`config.mk`:
```
export PLATFORM = sky130hd
export DESIGN_NAME = pll
export DESIGN_NICKNAME = d
export VERILOG_FILES = /design/src/rtl/pll_pkg.sv /design/src/rtl/pll_lock_detect.sv /design/src/rtl/pll.sv
export SDC_FILE = /design/constraint.sdc
export NUM_CORES = 1
export LEC_CHECK = 0
export BUFFER_PORTS_ARGS = -buffer_cell sky130_fd_sc_hd__buf_2
export CAP_MARGIN = 20
export CORE_AREA = 2 2 39 41
export CTS_BUF_LIST = sky130_fd_sc_hd__clkbuf_4 sky130_fd_sc_hd__clkbuf_8 sky130_fd_sc_hd__clkbuf_16
export CTS_CLUSTER_SIZE = 25
export DETAILED_ROUTE_END_ITERATION = 16
export DIE_AREA = 0 0 41 43
export GPL_TIMING_DRIVEN = 0
export SETUP_SLACK_MARGIN = 0.15
export SLEW_MARGIN = 20
export SYNTH_ARGS = -nofsm -noshare
export SYNTH_HDL_FRONTEND = slang
export SYNTH_SLANG_ARGS = --single-unit
```
`constraint.sdc`:
```
create_clock -name clk -period 2.1 [get_ports clk]
set_clock_uncertainty 0.2 [all_clocks]
set_input_delay 0.42 -clock clk [delete_from_list [all_inputs] [get_ports clk]]
set_output_delay 0.42 -clock clk [all_outputs]
set_load 0.005 [all_outputs]
```
`src/rtl/pll_pkg.sv`:
```
// Purpose: shared mode enum and elaboration-time helpers for the pll clock synthesiser.
// Latency: n/a (constant functions only, evaluated at elaboration).
// Backpressure: n/a.
package pll_pkg;

    typedef enum logic {
        PLL_MODE_DIV,
        PLL_MODE_NCO
    } pll_mode_e;

    // Integer ratio -> exact counter divider; anything else needs the NCO.
    // A zero fclk_hz is reported as DIV so the caller's range check fires
    // instead of a divide-by-zero here.
    function automatic pll_mode_e pll_mode(input longint unsigned clk_hz,
                                           input longint unsigned fclk_hz);
        if (fclk_hz == 0)
            return PLL_MODE_DIV;
        return ((clk_hz % fclk_hz) == 0) ? PLL_MODE_DIV : PLL_MODE_NCO;
    endfunction

    // Phase increment round(fclk_hz * 2**acc_w / clk_hz), in 64-bit arithmetic.
    function automatic longint unsigned pll_inc(input longint unsigned clk_hz,
                                                input longint unsigned fclk_hz,
                                                input int              acc_w);
        if (clk_hz == 0)
            return 0;
        return ((fclk_hz << acc_w) + (clk_hz >> 1)) / clk_hz;
    endfunction

endpackage

```
`src/rtl/pll_lock_detect.sv`:
```
// Purpose: counts rising edges of the synthesised clock and raises a sticky lock flag.
// Latency: locked rises on the clk edge that samples the LOCK_CYCLES-th fclk rise.
// Backpressure: none; free-running, cleared only by reset.
//
// Ports:
//   clk      in  reference clock, all state on its rising edge
//   reset    in  synchronous active-high reset
//   fclk_in  in  registered synthesised clock, sampled as data
//   locked   out 1 once LOCK_CYCLES rises have been seen since reset
module pll_lock_detect #(
    parameter int LOCK_CYCLES = 16
) (
    input  logic clk,
    input  logic reset,
    input  logic fclk_in,
    output logic locked
);
    import pll_pkg::*;

    localparam int CW = $clog2(LOCK_CYCLES + 1);

    if (LOCK_CYCLES < 1) begin : g_bad_lock
        $error("pll_lock_detect: LOCK_CYCLES must be at least 1");
    end

    logic          fclk_prev;
    logic [CW-1:0] rise_cnt;
    logic          rise;

    // fclk_in is already a flop output in the clk domain, so a single
    // history bit gives a clean edge detect.
    assign rise = fclk_in & ~fclk_prev;

    always_ff @(posedge clk) begin
        if (reset) begin
            fclk_prev <= 1'b0;
            rise_cnt  <= '0;
            locked    <= 1'b0;
        end else begin
            fclk_prev <= fclk_in;
            // Saturate so the counter cannot wrap back below the threshold.
            if (rise && (rise_cnt != CW'(LOCK_CYCLES)))
                rise_cnt <= rise_cnt + CW'(1);
            // Set on the same edge the count reaches the threshold.
            if (rise && (rise_cnt == CW'(LOCK_CYCLES - 1)))
                locked <= 1'b1;
        end
    end

endmodule

```
`src/rtl/pll.sv`:
```
// Purpose: fully digital clock synthesiser deriving fclk from clk (counter divider or NCO).
// Latency: fclk is registered; first divider rise on the DIV-th edge after reset release.
// Backpressure: none; free-running output, locked gates downstream start-up.
//
// Ports:
//   clk     in  reference clock, all state on its rising edge
//   reset   in  synchronous active-high reset
//   fclk    out synthesised clock, straight from a flop (glitch-free)
//   locked  out 1 once fclk has produced LOCK_CYCLES rising edges since reset
module pll #(
    parameter int unsigned CLK_HZ      = 200_000_000,
    parameter int unsigned FCLK_HZ     = 100_000_000,
    parameter int          ACC_W       = 32,
    parameter int          LOCK_CYCLES = 16
) (
    input  logic clk,
    input  logic reset,
    output logic fclk,
    output logic locked
);
    import pll_pkg::*;

    localparam pll_mode_e MODE = pll_mode(64'(CLK_HZ), 64'(FCLK_HZ));

    if ((FCLK_HZ == 0) || ((64'(FCLK_HZ) * 2) > 64'(CLK_HZ))) begin : g_bad_ratio
        $error("pll: FCLK_HZ must be nonzero and at most CLK_HZ/2");
    end

    if ((ACC_W < 2) || (ACC_W > 62)) begin : g_bad_acc_w
        $error("pll: ACC_W out of range 2..62");
    end

    logic fclk_q;

    if (MODE == PLL_MODE_DIV) begin : g_div
        localparam int unsigned DIV   = (FCLK_HZ == 0) ? 2 : (CLK_HZ / FCLK_HZ);
        localparam int unsigned HI    = DIV / 2;
        localparam int          CNT_W = (DIV > 2) ? $clog2(DIV) : 1;

        logic [CNT_W-1:0] cnt;
        logic [CNT_W-1:0] cnt_n;
        logic             lap_done;

        always_comb begin
            cnt_n = (cnt == CNT_W'(DIV - 1)) ? '0 : cnt + CNT_W'(1);
        end

        // The high phase is masked until the counter first wraps, so the
        // first rise lands on the DIV-th edge and every later period is
        // exactly DIV clk with HI high and DIV-HI low.
        always_ff @(posedge clk) begin
            if (reset) begin
                cnt      <= '0;
                lap_done <= 1'b0;
                fclk_q   <= 1'b0;
            end else begin
                cnt <= cnt_n;
                if (cnt_n == '0)
                    lap_done <= 1'b1;
                fclk_q <= (cnt_n < CNT_W'(HI)) && (lap_done || (cnt_n == '0));
            end
        end
    end else begin : g_nco
        localparam longint unsigned INC64 = pll_inc(64'(CLK_HZ), 64'(FCLK_HZ), ACC_W);
        localparam logic [ACC_W-1:0] INC  = INC64[ACC_W-1:0];

        if (INC64 == 0) begin : g_bad_inc
            $error("pll: NCO increment rounds to zero, widen ACC_W");
        end

        logic [ACC_W-1:0] acc;
        logic [ACC_W-1:0] acc_n;

        // Wrap modulo 2**ACC_W is the phase wrap of the oscillator.
        always_comb begin
            acc_n = acc + INC;
        end

        always_ff @(posedge clk) begin
            if (reset) begin
                acc    <= '0;
                fclk_q <= 1'b0;
            end else begin
                acc    <= acc_n;
                fclk_q <= acc_n[ACC_W-1];
            end
        end
    end

    assign fclk = fclk_q;

    pll_lock_detect #(
        .LOCK_CYCLES (LOCK_CYCLES)
    ) u_lock_detect (
        .clk     (clk),
        .reset   (reset),
        .fclk_in (fclk_q),
        .locked  (locked)
    );

endmodule

```
=== After elaboration in Yosys (flattened, before gate mapping) ===
Cells that the tools add are included.

* Flip-flop bits (word level): 10
* Bits in latches: 0
* RAM bits: 0
* Bits in read-only memories: 0
* Bits of input ports: 2
* Output and inout port bits: 2
* Logic and storage cells: 19
* Memories: 0

* Add/subtract/negate cells: 2
* Multipliers: 0
* Divide/modulo/power cells: 0
* Order comparisons: 1
* Eq/ne operators: 2
* Shift operators: 0
* Multiplexer cells: 1
* Bitwise operators: 3
* Reduce and logical (&&, ||, !) cells: 4

{| class="wikitable"
|+ Operator list
! kind !! number
|-
| $add 5x1->5 const B || 1
|-
| $eq 5x4->1 const B || 1
|-
| $ne 5x5->1 const B || 1
|-
| $logic_and 1x1->1 || 3
|-
| $not 1->1 || 2
|-
| $add 1x1->1 const B || 1
|-
| $and 1x1->1 || 1
|-
| $logic_or 1x1->1 || 1
|-
| $lt 1x1->1 const B || 1
|-
| $mux 1 || 1
|}

=== Longest topological paths before layout ===
* Word-level depth: 5
* Gate-level depth with buffers: 5
* Mapped depth without buffers: 5

=== Modules after synthesis ===
From an unflattened synthesis, not the netlist that was laid out.

* Cells, all modules: 41
* Area total of the unflattened synthesis: 411.6 µm²

{| class="wikitable"
|+ By module, submodules not included
! module !! instances !! cells each !! area an instance (µm²)
|-
| pll_lock_detect || 1 || 37 || 359.1
|-
| pll || 1 || 4 || 52.6
|}

=== Worst setup path before layout ===
Ideal clock, no wire load.

* Path kind: register to register
* Start point: register u_lock_detect.rise_cnt[0]
* End point: register u_lock_detect.rise_cnt[4]
* Arrival: 1,179 ps
* Setup slack: 626 ps
* Cell stages (with the launch flop): 5
* Period minus slack after synthesis: 1,474 ps
* Cells stage by stage: dfxtp_1 > ha_1 > and3_1 > ha_1 > a221oi_1

* Word-level cells in the longest chain between the ends: 2
* Elaborated cells on any way between the ends: 3

{| class="wikitable"
|+ RTL lines
! element !! RTL line !! text
|-
| start, declared || pll_lock_detect.sv:27 || <nowiki>logic [CW-1:0] rise_cnt;</nowiki>
|-
| start signal, assigned || pll_lock_detect.sv:43 || <nowiki>rise_cnt <= rise_cnt + CW'(1);</nowiki>
|-
| parallel branches: the longest is 2 deep, another holds $add 5x1->5 || - ||
|}

Several ways; the timed one is not identified.
A chain may end at the register's enable or synchronous reset.

=== Worst setup path after layout ===
* Start point: register u_lock_detect.rise_cnt[0]
* End point: register u_lock_detect.rise_cnt[0]

The elaborated chain is that of the path after synthesis.

==> flow_summary.yaml <==
synthesis:
  ys_ff_latch: 9
  ys.warnings.count: 0
  syn_area_sq_um: 404
  yosysUniqueCellTypes: 19
  avgSynthCellArea_sq_um: 9.86
  syn_inst: 41
  ys_top_cells_by_area: "dfxtp_1 45%, ha_1 9.3%, a31oi_4 5.3%"
  yosysSeqAreaShare: 0.446
  synth.net_count: 46
  yosysTopAreaCellShare: 0.446
  synth_area_leader_cell: "dfxtp_1"
grt:
  grt_max_degree: 10
  overflow: 0
  grt_pass1_wl_mm: 1.04
  grt_pass1_vias: 271
  grt_antenna_before_repair: 0
  grtUsageTotal: 0.0919
die:
  die_h_um: 43
  start_util: 0.292
  dieWidth_um: 41
  rows: 14
  pin_count: 4
  die_area_sq_um: 1760
  core-area_sq_um: 1380
final_layout:
  final_util: 0.339
  fin_nets: 54
  fillers: 141
  antenna_cells: 0
  area_growth_pct: 16.1
  drive_above_1_share: 0.208
critical_path:
  cp.arrival_ns: 1.51
  crit_path_start_kind: "flip-flop"
  ff2ff_setup_slack_ns: 0.55
  r2r-start: "u_lock_detect.rise_cnt[0]$_SDFFE_PP0P_"
  required_ns: 2.06
  worstPathMaxFanout: 4
  reg2reg_depth: 4
  setup.worst_path.end_class: "flip-flop"
  crit_type: "flip-flop to flip-flop"
  reg2reg_to: "u_lock_detect.rise_cnt[0]$_SDFFE_PP0P_"
run_status:
  status: "finished, final reports clean"
power_and_ir_drop:
  p_total_mw: 0.355
  p_per_area_nw_per_um2: 757
  ir_drop_uv: 344
  p_leak_nw: 0.189
clocking:
  cts_tree: "done"
  postCtsSetupRepairBufs: 0
  ctsLongestPathBuffers: 2
  worstSkewPairLatency_ns: 0.26
  path_clk_slew_ns: 0.06
  cts_root_buf: "clkbuf_4"
  cts_repair_resize_count: 0
  htreeDepth: 1
  ctsHoldBuffers: 0
  cts_sinks: 9
  cts_inserted_buffers: 3
placed_design:
  port_buffers: 3
  gp_congestion: 0.750
  place_hpwl_um: 438
sta:
  relSlewSlack: 0.762
  worstMarginPinSlew_ns: 0.357
  rsz0062_at_grt: "false"
  timing_max_transition_violations_final: 0
  setup_tns_ns: 0
  fmaxAchievable_mhz: 644
  setup_viol: 0
  finalCritPeriodShare: 0.739
  layout_min_cycle_time_ns: 1.55
  hold_viol_final: 0
route:
  ant_nets: 0
  wl_per_cell_um: 8.95
  vias: 284
  drc: 0
  first_pass_iters: 3
  viasPerCell: 4.44
  wl_um: 573
  first_iter_violations: 4
worst_hold_path:
  worst_hold_startpoint: "g_div.cnt$_SDFF_PP0_"
  whs_path_depth: 1
  whs_endpoint: "g_div.cnt$_SDFF_PP0_"
  hold_class: "flip-flop to flip-flop"
job:
  drv_cap: 0
## synthesized netlist by cell type
cell	number
dfxtp_1	9
nor2_1	5
inv_1	4
ha_1	3
nand2_1	3
nor2b_1	3
a21oi_1	2
a221oi_1	1
a31oi_4	1
a32o_1	1
and3_1	1
clkbuf_1	1
mux2_4	1
mux2i_1	1
nand2b_4	1
nand3_1	1
nor3b_1	1
o21ai_0	1
or3_1	1
## area by class of cell
cell class,count,area (sq um),share of cell area
Multi-Input combinational cell,27,205,0.437
Sequential cell,9,180,0.384
Inverter,4,15.0,0.0320
Tap cell,16,20.0,0.0427
Buffer,1,3.75,0.00800
Timing Repair Buffer,3,15.0,0.0320
Clock buffer,4,30.0,0.0640
## through the flow
stage	cell area (sq um)	setup slack [ns]	instances	hold WS, ns
2_1_floorplan	404	0.626	41	0.185
3_3_place_gp	439	0.553	60	0.191
3_5_place_dp	439	0.549	60	0.198
4_1_cts	469	0.542	64	0.207
5_1_grt	469	0.417	64	0.232
6_report	469	0.548	64	0.202
## critical path, cell delays in order, from the launching register on
cell	delay, ns
dfxtp_1	0.38
inv_1	0.07
ha_1	0.23
a31oi_4	0.25
mux2_4	0.32
## worst max-delay path by stage
stage / start / to / slack, ns
floorplan: u_lock_detect.rise_cnt[0]$_SDFFE_PP0P_ / u_lock_detect.rise_cnt[4]$_SDFFE_PP0P_ / 0.63
global placement: u_lock_detect.rise_cnt[0]$_SDFFE_PP0P_ / u_lock_detect.rise_cnt[0]$_SDFFE_PP0P_ / 0.55
detailed placement: u_lock_detect.rise_cnt[0]$_SDFFE_PP0P_ / u_lock_detect.rise_cnt[0]$_SDFFE_PP0P_ / 0.55
CTS: u_lock_detect.rise_cnt[0]$_SDFFE_PP0P_ / u_lock_detect.rise_cnt[4]$_SDFFE_PP0P_ / 0.54
global route: u_lock_detect.rise_cnt[0]$_SDFFE_PP0P_ / u_lock_detect.rise_cnt[4]$_SDFFE_PP0P_ / 0.42
finish: u_lock_detect.rise_cnt[0]$_SDFFE_PP0P_ / u_lock_detect.rise_cnt[0]$_SDFFE_PP0P_ / 0.55
## where the power goes
part	internal, mW	switching [mW]	total [mW]
combinational	0.0127	0.0133	0.0261
clock	0.0861	0.0607	0.147
sequential	0.177	0.00522	0.182
total	0.276	0.0792	0.355
## cells by family after synthesis
kind of cell,count (synthesis),synth area share
AO/OA/AOI/OAI,6,0.136
adder cells (fa/ha/maj),3,0.0929
buffers and inverters,5,0.0464
flip-flops,9,0.446
multiplexers,2,0.0619
AND/OR/NAND/NOR,16,0.217
## routing by layer
layer  track usage  part of all wire
met1         0.108              0.48
met2         0.113              0.46
met3        0.0366             0.030
met4         0.100             0.026
met5             0                 0
## placed cells by master, fill, tap and decap left out
master,instances
mux2i_1,1
nand2b_4,1
nand2_1,3
nor2b_1,3
buf_2,3
and3_1,1
a31oi_4,1
inv_1,4
nand3_1,1
clkbuf_1,1
or3_1,1
a21oi_1,2
o21ai_0,1
mux2_4,1
nor3b_1,1
nor2_1,5
ha_1,3
a221oi_1,1
a32o_1,1
clkbuf_4,4
dfxtp_1,9
## sequential cells by signal (all words and copies together) (netlist names)
register / flops
u_lock_detect.rise_cnt: 5
fclk: 1
u_lock_detect.fclk_prev: 1
u_lock_detect.locked: 1
g_div.cnt: 1
Power figures use the tool's default switching activity.
